==> src/rtl/demux_pkg.sv <==
// Shared constants, lane index type and one-hot lane decode for the 1:4 stream demux.
package demux_pkg;

  localparam int unsigned NUM_LANES  = 4;
  localparam int unsigned LANE_IDX_W = 2;

  typedef logic [LANE_IDX_W-1:0] lane_idx_t;

  function automatic logic [NUM_LANES-1:0] lane_onehot(input lane_idx_t idx);
    lane_onehot = NUM_LANES'(1) << idx;
  endfunction

endpackage

==> src/rtl/demux_lane_reg.sv <==
// One-entry output register slice: loads on ld, drains on q_ready, reports when it can take a word.
module demux_lane_reg #(
  parameter int unsigned WIDTH = 1
) (
  input  logic             clk,
  input  logic             rst,
  input  logic             ld,
  input  logic [WIDTH-1:0] d,
  output logic [WIDTH-1:0] q,
  output logic             q_valid,
  input  logic             q_ready,
  output logic             free
);

  logic [WIDTH-1:0] r_q;
  logic             r_valid;

  // A load wins over a drain so a full lane can be refilled in the cycle it empties.
  always_ff @(posedge clk) begin
    if (rst) begin
      r_q     <= '0;
      r_valid <= 1'b0;
    end else if (ld) begin
      r_q     <= d;
      r_valid <= 1'b1;
    end else if (q_ready) begin
      r_valid <= 1'b0;
    end
  end

  assign q       = r_q;
  assign q_valid = r_valid;
  assign free    = !r_valid || q_ready;

endmodule

==> src/rtl/demux_1_4_stream.sv <==
// Registered 1:4 demultiplexer with valid/ready handshake; fixed select or round-robin de-interleave.
module demux_1_4_stream
  import demux_pkg::*;
#(
  parameter int unsigned WIDTH = 1
) (
  input  logic             clk,
  input  logic             rst,
  input  logic [WIDTH-1:0] x,
  input  logic             x_valid,
  output logic             x_ready,
  input  logic             s0,
  input  logic             s1,
  input  logic             rr_en,
  output logic [WIDTH-1:0] y0,
  output logic [WIDTH-1:0] y1,
  output logic [WIDTH-1:0] y2,
  output logic [WIDTH-1:0] y3,
  output logic             y0_valid,
  output logic             y1_valid,
  output logic             y2_valid,
  output logic             y3_valid,
  input  logic             y0_ready,
  input  logic             y1_ready,
  input  logic             y2_ready,
  input  logic             y3_ready,
  output logic [1:0]       sel_q
);

  lane_idx_t            r_sel_q;
  lane_idx_t            w_sel;
  logic                 w_accept;
  logic [NUM_LANES-1:0] w_free;
  logic [NUM_LANES-1:0] w_ld;
  logic [NUM_LANES-1:0] w_valid;
  logic [NUM_LANES-1:0] w_ready;
  logic [WIDTH-1:0]     w_q [NUM_LANES];

  // Only the selected lane's occupancy gates the input; other lanes never block it.
  assign w_sel    = rr_en ? r_sel_q : {s1, s0};
  assign x_ready  = !rst && w_free[w_sel];
  assign w_accept = x_valid && x_ready;
  assign w_ld     = w_accept ? lane_onehot(w_sel) : '0;
  assign w_ready  = {y3_ready, y2_ready, y1_ready, y0_ready};

  // Pointer advances only on round-robin accepts and survives rr_en toggling.
  always_ff @(posedge clk) begin
    if (rst) begin
      r_sel_q <= '0;
    end else if (w_accept && rr_en) begin
      r_sel_q <= r_sel_q + 2'd1;
    end
  end

  for (genvar k = 0; k < NUM_LANES; k++) begin : g_lane
    demux_lane_reg #(.WIDTH(WIDTH)) u_lane (
      .clk     (clk),
      .rst     (rst),
      .ld      (w_ld[k]),
      .d       (x),
      .q       (w_q[k]),
      .q_valid (w_valid[k]),
      .q_ready (w_ready[k]),
      .free    (w_free[k])
    );
  end

  assign y0       = w_q[0];
  assign y1       = w_q[1];
  assign y2       = w_q[2];
  assign y3       = w_q[3];
  assign y0_valid = w_valid[0];
  assign y1_valid = w_valid[1];
  assign y2_valid = w_valid[2];
  assign y3_valid = w_valid[3];
  assign sel_q    = r_sel_q;

endmodule

==> config.mk <==
export PLATFORM = sky130hd
export DESIGN_NAME = demux_1_4_stream
export DESIGN_NICKNAME = d
export VERILOG_FILES = /design/src/rtl/demux_pkg.sv /design/src/rtl/demux_lane_reg.sv /design/src/rtl/demux_1_4_stream.sv
export SDC_FILE = /design/constraint.sdc
export NUM_CORES = 1
export LEC_CHECK = 0
export CAP_MARGIN = 20
export CELL_PAD_IN_SITES_DETAIL_PLACEMENT = 1
export CELL_PAD_IN_SITES_GLOBAL_PLACEMENT = 1
export CORE_UTILIZATION = 33
export CTS_BUF_LIST = sky130_fd_sc_hd__clkbuf_4 sky130_fd_sc_hd__clkbuf_8
export CTS_CLUSTER_SIZE = 30
export DETAILED_ROUTE_END_ITERATION = 16
export PLACE_DENSITY = 0.81
export SETUP_SLACK_MARGIN = 0.2
export SKIP_LAST_GASP = 1
export SLEW_MARGIN = 40
export SYNTH_ARGS = -nofsm -noshare
export SYNTH_HDL_FRONTEND = slang
export SYNTH_SLANG_ARGS = --single-unit
==> constraint.sdc <==
create_clock -name clk -period 3 [get_ports clk]
set_input_delay 0.6 -clock clk [delete_from_list [all_inputs] [get_ports clk]]
set_output_delay 0.6 -clock clk [all_outputs]
set_load 0.01 [all_outputs]
# Word-level counts from Yosys, hierarchy flattened
# Cells that the tools add are included.
word_totals:
  out_inout_bits: 11
  regBits: 10
  in_bits: 11
op_classes:
  muxes: 12
  n_reduce_logical: 16
  n_lt_le_gt_ge: 1
  n_addsub: 1
  shifts: 1
ops:
  columns: ["operator", "n"]
  rows:
  - ["1-bit 2-to-1 mux", 9]
  - ["2-bit nonzero test", 4]
  - ["1-bit logical NOT", 5]
  - ["1-bit logical OR", 4]
  - ["4-bit 2-to-1 mux", 1]
  - ["1-bit by 2-bit << shifter with 4-bit output (first input constant)", 1]
  - ["1-bit logical AND", 3]
  - ["2-bit by 3-bit less-than comparator with 1-bit output (second input constant)", 1]
  - ["2-bit by 1-bit adder with 2-bit output (second input constant)", 1]
  - ["1-bit binary-select mux with 2-bit select", 1]
  - ["2-bit 2-to-1 mux", 1]

# Logic depth before layout (Yosys ltp)
# Gate-level depths: netlist of the first run.
logic_depth:
  word_depth: 8
  depth_mapped: 6
  depth_no_buf: 5

# Hierarchy
# Synthesis of the first run repeated with hierarchy kept, for this count alone.
unflattened:
  cells_unflattened: 62
  area_unflattened_um2: 564.3
by_module_without_submodules:
  columns: ["mod", "area_per_inst_um2", "instances", "cells_each", "seq_area_each_um2"]
  rows:
  - ["demux_lane_reg", 80.1, 4, 7, 40.0]
  - ["demux_1_4_stream", 244.0, 1, 34, 40.0]

# Least setup slack after synthesis of the first run
# No wires, ideal clock.
synth_path:
  kind: "input -> output"
  start: "in rr_en"
  end: "out x_ready"
  path_buffers: 1
  required_time_ns: 2.400
  arrival_time_ns: 1.655
  slack_ns: 0.745
  cell_stages: 5
  cell_sequence: "buf_6 -> nor3_2 -> a21o_1 -> a221o_1 -> nor3b_1"
synth_between:
  elab_chain_cells: 4
synth_rtl:
  columns: ["item", "line_no", "text"]
  rows:
  - ["start, declared", "demux_1_4_stream.sv:14", "input logic rr_en,"]
  - ["2-bit 2-to-1 mux", "demux_1_4_stream.sv:40", "assign w_sel = rr_en ? r_sel_q : {s1, s0};"]
  - ["1-bit binary-select mux with 2-bit select", "demux_1_4_stream.sv:41", "assign x_ready = !rst && w_free[w_sel];"]
  - ["1-bit 2-to-1 mux (implied by the code)", "demux_1_4_stream.sv:41", null]
  - ["1-bit logical AND", "demux_1_4_stream.sv:41", null]
  - ["end, declared", "demux_1_4_stream.sv:11", "output logic x_ready,"]
# Every way passes these cells. The select of a mux whose other input is x is not followed.

# Worst setup path in the final report of the first run
layout_path:
  start: "in s1"
  end: "out x_ready"
layout_between:
  elab_chain_cells: 4
layout_rtl:
  columns: ["item", "line_no", "text"]
  rows:
  - ["start, declared", "demux_1_4_stream.sv:13", "input logic s1,"]
  - ["2-bit 2-to-1 mux", "demux_1_4_stream.sv:40", null]
  - ["1-bit binary-select mux with 2-bit select", "demux_1_4_stream.sv:41", null]
  - ["1-bit 2-to-1 mux (implied by the code)", "demux_1_4_stream.sv:41", null]
  - ["1-bit logical AND", "demux_1_4_stream.sv:41", null]
# Every way passes these cells. The select of a mux whose other input is x is not followed.

==> impl_metrics.csv, run 1 <==
group,metric,value,unit
critical_path,worst-path-max-fanout,3,
grt,grt_pass1_vias,639,
grt,grt_max_degree,12,
layout,finalNetCount,112,
timing,rsz0062_at_grt,"false",
cts,ctsLongestPathBuffers,2,
yosys,synthCells,69,
die,coreArea,0.001524,mm2
yosys,synth_edf_count,0,
route,num_vias,643,
timing,setup_viol,0,
yosys,syn_area_per_cell,7.961,um2
layout,fin_area,847.1,um2
placement,portBuffers,21,
min_path,min_path_type,"reg -> reg",
timing,clock_skew,0.0004672,ns
grt,antenna_found_initial,0,
yosys,synth_nets,80,
placement,place_congestion,0.8086,
critical_path,cp_cell_sequence,"clkdlybuf4s50_1 > buf_4 > nand2b_1 > o21ai_1 > a221o_1 > nor3b_1 > clkbuf_2",
min_path,whs_endpoint,"g_lane[0].u_lane.q",
timing,fin_crit,2.686,ns
power_and_ir_drop,powerDensity,336.4,mW/mm2
outcome,status,"completed",
yosys,synth_top_cell_by_area,"dfxtp_1",
grt,grt_pass1_wl,2.732,mm
timing,hold_viol_final,0,
die,die-area,0.001831,mm2
cts,clock_latency,0.26,ns
timing,slew_headroom,0.5804,
die,initial_utilization,0.3604,
cts,h-tree-depth,1,
route,wl_per_cell,14.15,um
critical_path,start_kind,"input pin",
min_path,hold_depth,2,
critical_path,r2r_start,"sel_q[1]",
power_and_ir_drop,power,0.0002850,W
route,firstDrtPassIters,2,
critical_path,crit_slowest_cell,"clkdlybuf4s50_1",
power_and_ir_drop,irDropWorstVdd,0.2499,mV
route,drt_iter0_drc,4,
critical_path,crit_path_end_kind,"output pin",
die,ios,22,
job,maxCapViolCount,0,
yosys,async_flop_share,0,
critical_path,r2r_slack,1.20,ns
timing,tightestPinTransition,0.6281,ns
critical_path,arrival,2.09,ns
yosys,yosysSeqAreaShare,0.3645,
die,die_w,42.80,um
cts,cts_tree,"built",
min_path,hp-start,"g_lane[0].u_lane.q",
layout,antennaDiodeCount,0,
layout,area_delta_synth_final,54.21,%
cts,cts_root_buffer,"clkbuf_4",
die,fp.dieH,42.80,um
cts,numCtsBuffers,3,
route,drc,0,
critical_path,cp.required,2.40,ns
yosys,synth-main-ff-cell,"dfxtp_1",
power_and_ir_drop,p_leak,0.3382,nW
yosys,netlist_top_cells_count,"10 x dfxtp_1, 9 x a21oi_1, 9 x nand3_1",
grt,track_usage,0.2030,
cts,clk_pin_slew,0.06,ns
placement,place_area,828.3,um2
yosys,synth_most_common_cell,"dfxtp_1",
cts,cts.sinks,10,
layout,drive_gt1_frac,0.1717,
timing,final.setup.tns,0,ns
yosys,synth_area_leaders,"dfxtp_1 36%, a21oi_1 8.2%, nand3_1 8.2%",
yosys,yosysUniqueCellTypes,26,
critical_path,r2r-end,"sel_q[1]",
placement,place_hpwl,1.218,mm
route,routed_wl,1.627,mm
die,rows,14,
timing,finalCritPeriodShare,0.8953,
critical_path,slowest_delay,0.47,ns
critical_path,path_class,"in -> out",
route,postRouteAntennaNets,0,
grt,overflow,0,
yosys,syn-cell-area,549.3,um2
timing,slew_viol_final,0,
route,vias_per_cell,5.591,
yosys,synth-seq-cells,10,
timing,fmax,372.3,MHz
critical_path,rr_worst_depth,6,
yosys,ys_warn_count,0,
yosys,synth.top_cell.area_share,0.3645,
==> cells by family after synthesis <==
| group | count (synthesis) | synth area share |
|---|---|---|
| and+or+nand+nor | 35 | 0.3690 |
| muxes | 1 | 0.01822 |
| buffers and inverters | 3 | 0.03417 |
| DFF | 10 | 0.3645 |
| AOI/OAI and AO/OA | 20 | 0.2141 |
==> where the power goes <==
group	switching [W]	internal, W
registers	0.00000253	0.000136
clock network	0.0000447	0.0000463
logic	0.0000240	0.0000312
total	0.0000712	0.000214
==> worst max path at each step <==
| stage | cells past startpoint | startpoint | endpoint |
|---|---|---|---|
| after CTS | 7 | s1 | x_ready |
| final | 7 | s1 | x_ready |
| after global routing | 7 | s1 | x_ready |
| after floorplan | 5 | rr_en | x_ready |
| after detailed placement | 6 | rr_en | x_ready |
| after global placement | 6 | rr_en | x_ready |
==> layout make-up <==
cell class	count	area, um2
Clock buffer	3	22.52
Fill cell	197	676.9
Multi-Input combinational cell	56	330.3
Sequential cell	10	200.2
Tap cell	16	20.02
Timing Repair Buffer	30	274.0
==> routing by layer <==
metal  track usage  part of all wire  vias to the layer above
met2        0.3606              0.50                       15
met1        0.2219              0.44                      304
met3       0.06383             0.046                        5
li1              -                 -                      319
met5             0                 0                        -
met4       0.07500             0.013                        0
==> registers in the layout, summed over array words and instances (netlist names) <==
register / cells
g_lane.u_lane.q_valid: 4
g_lane.u_lane.q: 4
sel_q: 2
==> critical path: cells and delay by family <==
kind,cells,cell delay [ns]
AOI/OAI and AO/OA,2,0.44
and+or+nand+nor,2,0.24
buffers and inverters,3,0.80
==> through the flow <==
step	hold WS (ns)	utilization	instances	setup slack, ns
finish	0.4860	0.5558	115	0.3141
global route	0.5205	0.5558	115	0.2335
CTS	0.4895	0.5575	115	0.2039
detailed placement	0.4806	0.5435	112	-0.1821
global placement	0.4655	0.5435	112	-0.1304
floorplan	0.4984	-	69	0.7448
==> layout by cell type, fill, tap and decap left out <==
cell,instances
a21o_1,1
nor2b_1,5
nor3b_1,2
clkbuf_4,3
a221o_1,1
o21ai_0,5
and3_1,2
and3_2,1
dfxtp_1,10
o21ai_2,1
dlygate4sd2_1,1
clkbuf_2,1
nor2_1,6
nand2_1,1
nor3_2,1
or2_2,1
and3b_1,1
a21boi_0,1
dlymetal6s2s_1,1
a21oi_1,9
mux2i_1,1
buf_4,9
o21ai_1,1
nand3_1,9
nand3b_1,2
a221oi_1,1
nand2b_1,1
nand4_1,1
or3_1,2
clkdlybuf4s50_1,18
==> what timing repair did <==
item / in CTS / in global routing
hold buffers: 0 / 0
endpoints found under the setup margin: 1 / 1
resized for setup: 3 / 2
setup buffers: 0 / 0
hold endpoints to repair: 0 / 0
No activity file was read; power rests on OpenSTA's default activity.
==> run 2: changes to the inputs <==
--- a/config.mk
+++ b/config.mk
@@ -8,11 +8,11 @@
 export CAP_MARGIN = 20
 export CELL_PAD_IN_SITES_DETAIL_PLACEMENT = 1
 export CELL_PAD_IN_SITES_GLOBAL_PLACEMENT = 1
-export CORE_UTILIZATION = 33
+export CORE_UTILIZATION = 30
 export CTS_BUF_LIST = sky130_fd_sc_hd__clkbuf_4 sky130_fd_sc_hd__clkbuf_8
 export CTS_CLUSTER_SIZE = 30
 export DETAILED_ROUTE_END_ITERATION = 16
-export PLACE_DENSITY = 0.81
+export PLACE_DENSITY = 0.75
 export SETUP_SLACK_MARGIN = 0.2
 export SKIP_LAST_GASP = 1
 export SLEW_MARGIN = 40
==> run 2 against run 1 <==
Net effect: combinational power about the same; final area increased by 3.7%; routed wire length is 0.37% lower; power up 13%; sequential cell count unchanged; highest routed layer unchanged.
==> impl_metrics.csv, run 2 (synthesis results as in run 1) <==
group,metric,value,unit
layout,layout_commonest_cell,"clkdlybuf4s50_1",
die,fp.dieH,44.79,um
critical_path,path_class,"in -> out",
placement,pre_cts_ws,-0.1520,ns
layout,drive_gt1_frac,0.1818,
die,initial_utilization,0.3181,
critical_path,start_kind,"input pin",
power_and_ir_drop,p_leak,0.3529,nW
critical_path,rr_worst_depth,6,
min_path,hold_depth,2,
job,maxCapViolCount,0,
die,die_w,44.79,um
cts,cts_tree,"built",
route,wl_per_cell,13.07,um
critical_path,r2r_start,"sel_q[0]",
placement,portBuffers,21,
timing,slew_viol_final,0,
route,drc,0,
cts,cts_root_buffer,"clkbuf_4",
cts,clock_latency,0.27,ns
critical_path,crit_slowest_cell,"clkdlybuf4s50_1",
layout,finalNetCount,111,
critical_path,slowest_delay,0.45,ns
min_path,whs_endpoint,"g_lane[0].u_lane.q",
grt,track_usage,0.1824,
timing,tightestPinTransition,0.5561,ns
placement,place_hpwl,1.224,mm
timing,fin_crit,2.561,ns
critical_path,crit_path_end_kind,"output pin",
critical_path,path_delay_family,"buffers and inverters",
route,postRouteAntennaNets,0,
critical_path,worst-path-max-fanout,2,
die,rows,15,
critical_path,r2r_slack,1.21,ns
min_path,min_path_type,"reg -> reg",
critical_path,cp_cell_sequence,"clkdlybuf4s50_1 > nor2b_1 > a21boi_0 > a221o_1 > nor3b_2 > clkdlybuf4s15_2",
grt,grt_max_degree,12,
timing,finalCritPeriodShare,0.8536,
layout,area_delta_synth_final,59.91,%
cts,h-tree-depth,1,
timing,clock_skew,0.0005527,ns
critical_path,cp.required,2.40,ns
timing,setup_slack,0.4392,ns
power_and_ir_drop,powerDensity,365.4,mW/mm2
route,vias_per_cell,5.073,
min_path,hp-start,"g_lane[0].u_lane.q",
timing,rsz0062_at_grt,"false",
cts,cts.repair_timing.setup_buffer_count,0,
timing,setup_viol,0,
route,firstDrtPassIters,4,
critical_path,arrival,1.96,ns
layout,antennaDiodeCount,0,
timing,final.setup.tns,0,ns
die,coreArea,0.001727,mm2
critical_path,r2r-end,"sel_q[1]",
outcome,status,"completed",
grt,grt_pass1_wl,2.642,mm
die,ios,22,
route,drt_iter0_drc,6,
timing,slew_headroom,0.6285,
grt,antenna_found_initial,0,
placement,place_congestion,0.7411,
layout,final_cell_mix,"17 x clkdlybuf4s50_1, 10 x dfxtp_1, 9 x nand3_1, 9 x a21oi_1, 8 x buf_4",
grt,overflow,0,
cts,numCtsBuffers,3,
cts,clk_pin_slew,0.07,ns
power_and_ir_drop,irDropWorstVdd,0.2215,mV
route,routed_wl,1.621,mm
critical_path,critical_path_buf_inv_count,2,
die,die-area,0.002006,mm2
cts,cts.sinks,10,
cts,ctsLongestPathBuffers,2,
grt,grt_pass1_vias,612,
route,num_vias,629,
timing,hold_viol_final,0,
timing,fmax,390.5,MHz
## run 2: cell count changes in the layout (fill, tap and decap cells not counted), sizes merged
| cell | previous run | this run |
|---|---|---|
| buf | 9 | 8 |
| clkdlybuf4s15 | 0 | 1 |
| clkdlybuf4s50 | 18 | 17 |
| dlymetal6s2s | 1 | 2 |
## run 2: final cells by class
type	count	area (um2)
Fill cell	219	848.3
Sequential cell	10	200.2
Tap cell	25	31.28
Multi-Input combinational cell	56	335.3
Clock buffer	4	36.28
Timing Repair Buffer	29	275.3
## run 2: worst max-delay path by stage
| stage | startpoint | to | slack [ns] | cells after the start |
|---|---|---|---|---|
| 5_1_grt | y3_ready | x_ready | 0.36 | 6 |
| 4_1_cts | s1 | x_ready | 0.21 | 6 |
| 2_1_floorplan | rr_en | x_ready | 0.74 | 5 |
| 3_3_place_gp | rr_en | x_ready | -0.13 | 6 |
| 6_report | y3_ready | x_ready | 0.44 | 6 |
| 3_5_place_dp | rr_en | x_ready | -0.15 | 6 |
## run 2: layer usage
metal  share of wire  up-vias  GRT usage
met1            0.45      296     0.2444
met3           0.035        5    0.02800
li1                -      311          -
met2            0.49       17     0.2853
met4           0.021        0    0.09091
met5               0        -          0
## run 2: metrics by stage
step	cells	util	power, W	instance area [um2]	hold WS [ns]
2_1_floorplan	69	-	0.0001650	549.3	0.4984
3_3_place_gp	120	0.4819	0.0001964	832.0	0.4671
3_5_place_dp	120	0.4819	0.0001975	832.0	0.4767
4_1_cts	124	0.5029	0.0003261	868.3	0.4869
5_1_grt	124	0.5087	0.0003327	878.3	0.5157
6_report	124	0.5087	0.0003209	878.3	0.4824
## run 2: power breakdown
part           internal, W  switching, W   total, W
logic            0.0000313     0.0000240  0.0000553
registers         0.000136    0.00000246   0.000139
clock network    0.0000739     0.0000533   0.000127
## run 2: what timing repair did
item / 4_1_cts / 5_1_grt
gates resized for setup: 4 / 3
gates cloned: 0 / 0
endpoints found under the setup margin: 1 / 1
hold buffers: 0 / 0
## run 2: tightest hold or removal path: cells and delay by family, from the launching register on
family,cells,cell delay [ns]
DFF,1,0.31
AOI/OAI and AO/OA,2,0.13
